<file path="src/rtl/thcattus_regbank_axilite_slave_if.sv">
// AXI-Lite bus bundle for the register bank.
// master: drives AW/W/AR address/data/valid and bready/rready.
// slave : drives awready/wready/arready, B response and R data/response.
interface thcattus_regbank_axilite_slave_if;
  logic [31:0] awaddr;
  logic [2:0]  awprot;
  logic        awvalid;
  logic        awready;
  logic [31:0] wdata;
  logic [3:0]  wstrb;
  logic        wvalid;
  logic        wready;
  logic [1:0]  bresp;
  logic        bvalid;
  logic        bready;
  logic [31:0] araddr;
  logic [2:0]  arprot;
  logic        arvalid;
  logic        arready;
  logic [31:0] rdata;
  logic [1:0]  rresp;
  logic        rvalid;
  logic        rready;

  modport master (
    output awaddr, awprot, awvalid, wdata, wstrb, wvalid, bready,
           araddr, arprot, arvalid, rready,
    input  awready, wready, bresp, bvalid, arready, rdata, rresp, rvalid
  );

  modport slave (
    input  awaddr, awprot, awvalid, wdata, wstrb, wvalid, bready,
           araddr, arprot, arvalid, rready,
    output awready, wready, bresp, bvalid, arready, rdata, rresp, rvalid
  );
endinterface

</file>
<file path="src/rtl/thcattus_regbank_axilite_slave.sv">
// AXI-Lite register bank: NUM_REGS 32-bit registers, byte-strobe writes,
// read-only status words selected by RO_MASK, OKAY/SLVERR/DECERR responses
// and one-cycle write/read notification pulses.
// Ports:
//   aclk, areset  clock and synchronous active-high reset
//   axi           AXI-Lite slave port (AW, W, B, AR, R channels)
//   ctrl_out      register contents, word i at [32*i+31:32*i]; RO words 0
//   status_in     hardware values returned for RO words
//   wr_pulse      one-cycle pulse per register on successful write
//   rd_pulse      one-cycle pulse per register on read (RW or RO)
module thcattus_regbank_axilite_slave #(
  parameter int                  NUM_REGS   = 16,
  parameter int                  ADDR_WIDTH = 12,
  parameter logic [NUM_REGS-1:0] RO_MASK    = '0
) (
  input  logic                           aclk,
  input  logic                           areset,
  thcattus_regbank_axilite_slave_if.slave axi,
  output logic [NUM_REGS*32-1:0]         ctrl_out,
  input  logic [NUM_REGS*32-1:0]         status_in,
  output logic [NUM_REGS-1:0]            wr_pulse,
  output logic [NUM_REGS-1:0]            rd_pulse
);

  localparam int         IDXW   = ADDR_WIDTH - 2;
  localparam logic [1:0] OKAY   = 2'b00;
  localparam logic [1:0] SLVERR = 2'b10;
  localparam logic [1:0] DECERR = 2'b11;

  // write side state
  logic                     aw_held_q, aw_held_d;
  logic [IDXW-1:0]          awidx_q, awidx_d;
  logic                     w_held_q, w_held_d;
  logic [31:0]              wdata_q, wdata_d;
  logic [3:0]               wstrb_q, wstrb_d;
  logic                     bvalid_q, bvalid_d;
  logic [1:0]               bresp_q, bresp_d;
  logic [NUM_REGS-1:0][31:0] regs_q, regs_d;
  logic [NUM_REGS-1:0]      wr_pulse_q, wr_pulse_d;

  // read side state
  logic                     rvalid_q, rvalid_d;
  logic [31:0]              rdata_q, rdata_d;
  logic [1:0]               rresp_q, rresp_d;
  logic [NUM_REGS-1:0]      rd_pulse_q, rd_pulse_d;

  logic            aw_hs, w_hs, ar_hs, commit;
  logic [IDXW-1:0] w_idx, r_idx;
  logic [31:0]     w_dat;
  logic [3:0]      w_stb;

  // prot bits, sub-word and above-window address bits are don't-care
  logic unused_ok;
  assign unused_ok = ^{axi.awprot, axi.arprot,
                       axi.awaddr[31:ADDR_WIDTH], axi.awaddr[1:0],
                       axi.araddr[31:ADDR_WIDTH], axi.araddr[1:0]};

  // readys depend only on state and reset: no AXI input-to-output comb path
  assign axi.awready = !aw_held_q && !bvalid_q && !areset;
  assign axi.wready  = !w_held_q  && !bvalid_q && !areset;
  assign axi.arready = !rvalid_q  && !areset;

  assign aw_hs  = axi.awvalid && axi.awready;
  assign w_hs   = axi.wvalid  && axi.wready;
  assign ar_hs  = axi.arvalid && axi.arready;
  assign commit = (aw_held_q || aw_hs) && (w_held_q || w_hs);

  // a held beat takes priority over the live bus (live one isn't accepted)
  assign w_idx = aw_held_q ? awidx_q : axi.awaddr[ADDR_WIDTH-1:2];
  assign w_dat = w_held_q  ? wdata_q : axi.wdata;
  assign w_stb = w_held_q  ? wstrb_q : axi.wstrb;
  assign r_idx = axi.araddr[ADDR_WIDTH-1:2];

  always_comb begin
    aw_held_d  = aw_held_q;
    awidx_d    = awidx_q;
    w_held_d   = w_held_q;
    wdata_d    = wdata_q;
    wstrb_d    = wstrb_q;
    bvalid_d   = bvalid_q;
    bresp_d    = bresp_q;
    regs_d     = regs_q;
    wr_pulse_d = '0;
    if (bvalid_q && axi.bready) bvalid_d = 1'b0;
    if (commit) begin
      aw_held_d = 1'b0;
      w_held_d  = 1'b0;
      bvalid_d  = 1'b1;
      bresp_d   = DECERR;     // overridden below if the index decodes
      for (int i = 0; i < NUM_REGS; i++) begin
        if (w_idx == IDXW'(i)) begin
          if (RO_MASK[i]) begin
            bresp_d = SLVERR;
          end else begin
            bresp_d       = OKAY;
            wr_pulse_d[i] = 1'b1;
            for (int b = 0; b < 4; b++)
              if (w_stb[b]) regs_d[i][8*b +: 8] = w_dat[8*b +: 8];
          end
        end
      end
    end else begin
      if (aw_hs) begin
        aw_held_d = 1'b1;
        awidx_d   = axi.awaddr[ADDR_WIDTH-1:2];
      end
      if (w_hs) begin
        w_held_d = 1'b1;
        wdata_d  = axi.wdata;
        wstrb_d  = axi.wstrb;
      end
    end
  end

  // read returns regs_q, i.e. the value before any same-edge write commit
  always_comb begin
    rvalid_d   = rvalid_q;
    rdata_d    = rdata_q;
    rresp_d    = rresp_q;
    rd_pulse_d = '0;
    if (rvalid_q && axi.rready) rvalid_d = 1'b0;
    if (ar_hs) begin
      rvalid_d = 1'b1;
      rdata_d  = '0;
      rresp_d  = DECERR;
      for (int i = 0; i < NUM_REGS; i++) begin
        if (r_idx == IDXW'(i)) begin
          rresp_d       = OKAY;
          rd_pulse_d[i] = 1'b1;
          rdata_d       = RO_MASK[i] ? status_in[32*i +: 32] : regs_q[i];
        end
      end
    end
  end

  always_ff @(posedge aclk) begin
    if (areset) begin
      aw_held_q  <= 1'b0;
      awidx_q    <= '0;
      w_held_q   <= 1'b0;
      wdata_q    <= '0;
      wstrb_q    <= '0;
      bvalid_q   <= 1'b0;
      bresp_q    <= '0;
      regs_q     <= '0;
      wr_pulse_q <= '0;
      rvalid_q   <= 1'b0;
      rdata_q    <= '0;
      rresp_q    <= '0;
      rd_pulse_q <= '0;
    end else begin
      aw_held_q  <= aw_held_d;
      awidx_q    <= awidx_d;
      w_held_q   <= w_held_d;
      wdata_q    <= wdata_d;
      wstrb_q    <= wstrb_d;
      bvalid_q   <= bvalid_d;
      bresp_q    <= bresp_d;
      regs_q     <= regs_d;
      wr_pulse_q <= wr_pulse_d;
      rvalid_q   <= rvalid_d;
      rdata_q    <= rdata_d;
      rresp_q    <= rresp_d;
      rd_pulse_q <= rd_pulse_d;
    end
  end

  assign axi.bvalid = bvalid_q;
  assign axi.bresp  = bresp_q;
  assign axi.rvalid = rvalid_q;
  assign axi.rdata  = rdata_q;
  assign axi.rresp  = rresp_q;
  assign ctrl_out   = regs_q;
  assign wr_pulse   = wr_pulse_q;
  assign rd_pulse   = rd_pulse_q;

endmodule

</file>
<file path="src/flat_wrapper.sv">
// flat-port wrapper written by rule: the top's interface ports become plain ports
module thcattus_regbank_axilite_slave_flat 
#(
  parameter int                  NUM_REGS   = 16,
  parameter int                  ADDR_WIDTH = 12,
  parameter logic [NUM_REGS-1:0] RO_MASK    = '0
)
  (aclk, areset, ctrl_out, status_in, wr_pulse, rd_pulse, axi_awaddr, axi_awprot, axi_awvalid, axi_wdata, axi_wstrb, axi_wvalid, axi_bready, axi_araddr, axi_arprot, axi_arvalid, axi_rready, axi_awready, axi_wready, axi_bresp, axi_bvalid, axi_arready, axi_rdata, axi_rresp, axi_rvalid);
  thcattus_regbank_axilite_slave_if axi_i ();
  input  logic aclk;
  input  logic areset;
  output logic [NUM_REGS*32-1:0] ctrl_out;
  input  logic [NUM_REGS*32-1:0] status_in;
  output logic [NUM_REGS-1:0] wr_pulse;
  output logic [NUM_REGS-1:0] rd_pulse;
  input wire logic [$bits(axi_i.awaddr)-1:0] axi_awaddr;
  input wire logic [$bits(axi_i.awprot)-1:0] axi_awprot;
  input wire logic [$bits(axi_i.awvalid)-1:0] axi_awvalid;
  input wire logic [$bits(axi_i.wdata)-1:0] axi_wdata;
  input wire logic [$bits(axi_i.wstrb)-1:0] axi_wstrb;
  input wire logic [$bits(axi_i.wvalid)-1:0] axi_wvalid;
  input wire logic [$bits(axi_i.bready)-1:0] axi_bready;
  input wire logic [$bits(axi_i.araddr)-1:0] axi_araddr;
  input wire logic [$bits(axi_i.arprot)-1:0] axi_arprot;
  input wire logic [$bits(axi_i.arvalid)-1:0] axi_arvalid;
  input wire logic [$bits(axi_i.rready)-1:0] axi_rready;
  output wire logic [$bits(axi_i.awready)-1:0] axi_awready;
  output wire logic [$bits(axi_i.wready)-1:0] axi_wready;
  output wire logic [$bits(axi_i.bresp)-1:0] axi_bresp;
  output wire logic [$bits(axi_i.bvalid)-1:0] axi_bvalid;
  output wire logic [$bits(axi_i.arready)-1:0] axi_arready;
  output wire logic [$bits(axi_i.rdata)-1:0] axi_rdata;
  output wire logic [$bits(axi_i.rresp)-1:0] axi_rresp;
  output wire logic [$bits(axi_i.rvalid)-1:0] axi_rvalid;
  assign axi_i.awaddr = axi_awaddr;
  assign axi_i.awprot = axi_awprot;
  assign axi_i.awvalid = axi_awvalid;
  assign axi_i.wdata = axi_wdata;
  assign axi_i.wstrb = axi_wstrb;
  assign axi_i.wvalid = axi_wvalid;
  assign axi_i.bready = axi_bready;
  assign axi_i.araddr = axi_araddr;
  assign axi_i.arprot = axi_arprot;
  assign axi_i.arvalid = axi_arvalid;
  assign axi_i.rready = axi_rready;
  assign axi_awready = axi_i.awready;
  assign axi_wready = axi_i.wready;
  assign axi_bresp = axi_i.bresp;
  assign axi_bvalid = axi_i.bvalid;
  assign axi_arready = axi_i.arready;
  assign axi_rdata = axi_i.rdata;
  assign axi_rresp = axi_i.rresp;
  assign axi_rvalid = axi_i.rvalid;
  thcattus_regbank_axilite_slave #(.NUM_REGS(NUM_REGS), .ADDR_WIDTH(ADDR_WIDTH), .RO_MASK(RO_MASK)) u_core (.aclk(aclk), .areset(areset), .axi(axi_i), .ctrl_out(ctrl_out), .status_in(status_in), .wr_pulse(wr_pulse), .rd_pulse(rd_pulse));
endmodule
</file>
<file path="config.mk">
export PLATFORM = sky130hd
export DESIGN_NAME = thcattus_regbank_axilite_slave_flat
export DESIGN_NICKNAME = d
export VERILOG_FILES = /design/src/rtl/thcattus_regbank_axilite_slave_if.sv /design/src/rtl/thcattus_regbank_axilite_slave.sv /design/src/flat_wrapper.sv
export SDC_FILE = /design/constraint.sdc
export NUM_CORES = 1
export LEC_CHECK = 0
export CORE_AREA = 2 2 472 474
export CTS_BUF_LIST = sky130_fd_sc_hd__clkbuf_4
export CTS_CLUSTER_SIZE = 8
export DETAILED_ROUTE_END_ITERATION = 8
export DIE_AREA = 0 0 474 476
export GPL_TIMING_DRIVEN = 1
export PLACE_DENSITY_LB_ADDON = 0.12
export SLEW_MARGIN = 30
export SYNTH_ARGS = -nofsm -noshare
export SYNTH_HDL_FRONTEND = slang
export SYNTH_SLANG_ARGS = --single-unit
</file>
<file path="constraint.sdc">
create_clock -name aclk -period 6.5 [get_ports aclk]
set_input_delay 1.625 -clock aclk [delete_from_list [all_inputs] [get_ports aclk]]
set_output_delay 1.625 -clock aclk [all_outputs]
set_load 0.01 [all_outputs]
</file>
After elaboration in Yosys (flattened, before gate mapping)
Index checks and enable logic that the tools add are counted.
{"block": "word_totals", "register_bits": 630, "input_bits": 625, "output_inout_bits": 585, "elab_cells": 286}
{"block": "op_classes", "n_eq_ne": 30, "n_mux": 87, "n_bitwise": 2, "n_reduce_logical": 91}
{"operator": "$mux W32", "n": 17}
{"operator": "$reduce_and A3 Y1", "n": 64}
{"operator": "$eq A10 B4 Y1 const B", "n": 16}
{"operator": "$eq A10 B3 Y1 const B", "n": 8}
{"operator": "$mux W2", "n": 32}
{"operator": "$eq A10 B2 Y1 const B", "n": 4}
{"operator": "$mux W1", "n": 36}
{"operator": "$eq A10 B1 Y1 const B", "n": 2}
{"operator": "$logic_not A10 Y1", "n": 2}
{"operator": "$logic_and A1 B1 Y1", "n": 11}
{"operator": "$mux W10", "n": 1}
{"operator": "$reduce_or A2 Y1", "n": 3}
{"operator": "$logic_not A1 Y1", "n": 5}
{"operator": "$mux W4", "n": 1}
{"operator": "$reduce_and A2 Y1", "n": 2}
{"operator": "$reduce_bool A2 Y1", "n": 2}
{"operator": "$logic_or A1 B1 Y1", "n": 2}
{"operator": "$not A1 Y1", "n": 2}

Longest topological paths before layout
{"block": "depth", "depth_word": 18, "mapped_depth": 9, "ltp_nobuf": 5}

Worst setup path before layout
No wires, ideal clock.
{"block": "synth_timing", "path_type": "input-to-output", "start": "input port areset", "end": "output port axi_arready", "arrival_time_ns": 2.767, "t_required_ns": 4.875, "setup_slack_ns": 2.108, "path_stages": 5, "n_path_buf": 4, "path_cell_list": "buf_2 -> clkbuf_1 -> clkbuf_1 -> buf_1 -> nor2_1"}
{"block": "synth_via", "elab_chain_cells": 2}
{"element": "start, declared", "line": "flat_wrapper.sv:11", "text": "input logic areset;"}
{"element": "$logic_not A1 Y1", "line": "thcattus_regbank_axilite_slave.sv:61", "text": "assign axi.arready = !rvalid_q && !areset;"}
{"element": "$logic_and A1 B1 Y1", "line": "thcattus_regbank_axilite_slave.sv:61"}
{"element": "end, declared", "line": "flat_wrapper.sv:31", "text": "output wire logic [$bits(axi_i.arready)-1:0] axi_arready;"}
Every way passes these cells.

Worst setup path in the final report
{"block": "layout_timing", "start": "input port areset", "end": "output port axi_wready"}
{"block": "layout_via", "elab_chain_cells": 2}
{"element": "$logic_not A1 Y1", "line": "thcattus_regbank_axilite_slave.sv:60", "text": "assign axi.wready = !w_held_q && !bvalid_q && !areset;"}
{"element": "$logic_and A1 B1 Y1", "line": "thcattus_regbank_axilite_slave.sv:60"}
{"element": "end, declared", "line": "flat_wrapper.sv:28", "text": "output wire logic [$bits(axi_i.wready)-1:0] axi_wready;"}
Every way passes these cells.

==> results.json <==
{
  "clkSinkCount": 628,
  "grt_use_met1_pct": 23.63,
  "max_slew.worst_pin.slew_ns": 1.033,
  "period_minus_slack_ns": 4.641,
  "post_drt_wl_per_cell_um": 32.03,
  "ys_seq_elements": 628,
  "grt_pass1_wl_um": 298600,
  "synth_top_area_share_pct": 42.99,
  "synthCells": 3360,
  "cts_made_buffers": 210,
  "slowest_delay_ns": 0.69,
  "rsz0062_at_grt": "false",
  "maxSlewViolCount": 0,
  "nets": 4578,
  "dr.pass1.iters": 5,
  "status": "complete, no violations",
  "cts_resized": 0,
  "cts_hold_buf": 0,
  "drt_first_iter_violations": 2501,
  "worst_ep_required_time_ns": 4.88,
  "p_leak_uw": 0.01215,
  "yosys.area.top_type": "dfxtp_1",
  "start_util_pct": 13.23,
  "syn_avg_cell_area_um2": 8.704,
  "r2r_cells": 8,
  "grt_util_met2_pct": 33.04,
  "ys_async_sr_fraction_pct": 0,
  "final.setup.tns_ns": 0,
  "syn-num-nets": 3985,
  "cp_slowest_cell": "clkdlybuf4s50_1",
  "clk_pin_slew_ns": 0.05,
  "setup_ws_ns": 1.859,
  "ys_warn_count": 0,
  "vias": 31850,
  "hold_start": "u_core.wdata_q[17]",
  "portBuffers": 647,
  "root_buffer": "clkbuf_4",
  "place.gp.congestion": 0.7874,
  "synth_area_leaders": "dfxtp_1 43%, a21oi_1 11%, a211oi_1 8.7%",
  "dieArea_um2": 225600,
  "r2r-start": "u_core.aw_held_q",
  "wl_um": 227400,
  "gr-usage-all-layers_pct": 19.43,
  "placementRows": 173,
  "antenna_found_initial": 22,
  "final_cell_area_um2": 42370,
  "cts_tree": "yes",
  "power.switching_uw": 2945,
  "vdd_drop_max_v": 0.0001784,
  "core_region_area_um2": 221000,
  "period_share_pct": 71.40,
  "setup_viol": 0,
  "r2r-end": "u_core.ctrl_out[28]",
  "cp-start-kind": "primary input",
  "hold-path-endpoint": "u_core.wdata_q[17]",
  "place_inst": 6712,
  "swShare_pct": 31.33,
  "drc_errors": 0,
  "hp-class": "register to register",
  "max_clock_freq_mhz": 215.5,
  "chipHeight_um": 476,
  "grt_max_degree": 140,
  "power.share.combinational_pct": 10.5,
  "finalHoldViolCount": 0,
  "die_w_um": 474,
  "grt.overflow.total": 0,
  "clk_latency_ns": 1.35,
  "power.density_nw_per_um2": 221.8,
  "dpl_cell_area_um2": 39490,
  "skew_ns": 0.07632,
  "syn_area_um2": 29250,
  "crit_chain": "buf_8 > nor3_1 > clkdlybuf4s50_1",
  "power_frac_seq_pct": 41.4,
  "p_int_uw": 6453,
  "ant_nets": 0,
  "worstSetupEndpointType": "primary output",
  "grt_pass1_vias": 31190,
  "area_growth_pct": 44.88,
  "maxCapViolCount": 0,
  "r2r_slack_ns": 2.80,
  "yosysUniqueCellTypes": 84,
  "yosysSeqAreaShare_pct": 42.99,
  "slew_headroom_pct": 31.10,
  "worstSetupPathType": "primary input to primary output",
  "viasPerCell": 4.487,
  "cts_setup_buffers": 0,
  "ys.flop_type": "dfxtp_1",
  "clkPwrFrac_pct": 48.1,
  "drive_gt1_share_pct": 17.66,
  "gr-max-usage-layer": "met2",
  "instances_no_fill": 7099,
  "path_max_fanout": 80,
  "synth_edf_count": 0,
  "post-place-ws_ns": 0.9193,
  "crit_arrival_ns": 3.02,
  "num_io_pins": 1210,
  "dp_hpwl_um": 164700,
  "cts_max_path_buffers": 3,
  "htree_levels": 4,
  "min_path_cells": 2,
  "met3_usage_pct": 4.964
}
-- metrics by stage --
| stage | total power, uW | utilization (%) | hold WS [ns] |
|---|---|---|---|
| detailed placement | 4979 | 17.87 | 0.4455 |
| global route | 9826 | 19.16 | 0.4674 |
| finish | 9398 | 19.17 | 0.4504 |
| global placement | 4962 | 17.76 | 0.4426 |
| floorplan | 4429 | - | 0.4329 |
| CTS | 9617 | 19.11 | 0.4544 |
-- cell usage in the layout (no fill, tap or decap), drive strengths merged, types with 8 or more instances in the layout --
master,count
or3,9
and3,13
a211oi,341
o21ai,84
a22o,26
a2111oi,41
and2,9
a22oi,22
nor2,93
o21a,21
or3b,29
clkinv,18
a221o,22
buf,141
dfxtp,628
nand3,51
a311o,9
mux2,44
nor3b,10
o22ai,21
nor3,335
clkbuf,335
a21oi,633
mux2i,50
a311oi,98
nand2,144
clkdlybuf4s50,644
mux4,20
nand4,12
nor4,56
o211ai,8
inv,35
diode,19
-- state kept, by name (all words and copies together) (netlist names) --
name,cells
u_core.axi.rvalid,1
u_core.wdata_q,32
u_core.axi.rdata,32
u_core.axi.bresp,1
u_core.wstrb_q,4
u_core.ctrl_out,512
u_core.rd_pulse,16
u_core.w_held_q,1
u_core.aw_held_q,1
u_core.axi.rresp,1
u_core.awidx_q,10
u_core.wr_pulse,16
u_core.axi.bvalid,1
-- power by group through the flow --
stage / Clock [uW] / Combinational [uW] / Sequential [uW]
after floorplan: 0 / 468 / 3960
after global placement: 0 / 984 / 3980
after detailed placement: 0 / 1000 / 3980
after CTS: 4720 / 1000 / 3890
after global routing: 4900 / 1030 / 3890
final: 4520 / 986 / 3890
-- logic make-up (layout without fill, tap and decap cells) --
family | count (synthesis) | count (layout) | synth area share [%]
flip-flops | 628 | 628 | 42.99
AO/OA/AOI/OAI | 1388 | 1388 | 30.83
multiplexers | 114 | 114 | 5.001
AND/OR/NAND/NOR | 800 | 800 | 14.88
other | 0 | 19 | 0
buffers and inverters | 430 | 1175 | 6.293
-- routing by layer --
layer / vias up / part of all wire, %
li1: 14260 / -
met1: 16020 / 42
met4: 8 / 3.1
met2: 1304 / 48
met5: - / 0.023
met3: 264 / 6.9
-- layout make-up --
class / count / area, um^2
inverters: 25 / 93.84
fillers: 24640 / 178600
flip-flops and latches: 628 / 12580
well taps: 2975 / 3722
repair buffers: 786 / 7790
clock buffers: 334 / 2507
diodes: 19 / 47.55
clock inverters: 30 / 225.2
multi-input cells: 2302 / 15410
-- critical path, delay by kind of cell --
| kind | cells | cell delay (ns) |
|---|---|---|
| AND/OR/NAND/NOR | 1 | 0.39 |
| buffers and inverters | 2 | 0.94 |
-- cells in the mapped netlist (5+ instances only) --
cell type / number
a21oi_1: 633
o2bb2ai_1: 7
buf_2: 142
mux2_2: 43
o21a_1: 21
o21ai_0: 79
nor2_1: 91
nor3_1: 296
inv_1: 24
a311oi_1: 98
and2_1: 8
buf_4: 5
nand4_1: 12
o2111ai_1: 5
nand3b_1: 6
a2bb2oi_1: 6
a22o_1: 26
a21o_1: 5
or3b_2: 28
a311o_1: 9
a221o_1: 22
nor3_2: 39
a22oi_1: 21
and3_1: 13
o21ai_1: 5
nand2b_1: 6
or3_1: 9
a211oi_1: 337
nor3b_1: 7
dfxtp_1: 628
o211ai_1: 8
nor4_2: 6
o22ai_1: 19
nand2_1: 144
mux4_2: 20
nor2b_1: 7
nand3_1: 48
buf_1: 18
clkbuf_1: 236
nor4_1: 50
a2111oi_0: 41
a31oi_1: 5
mux2i_1: 49
-- how the worst max path moves through the flow --
stage / to / start
after detailed placement: u_core.axi.rdata[1] / axi_araddr[4]
after floorplan: axi_arready / areset
after global routing: axi_wready / u_core.w_held_q
after CTS: axi_wready / u_core.w_held_q
after global placement: u_core.axi.rdata[15] / axi_araddr[4]
final: axi_wready / areset
(Power assumes the default switching activity.)
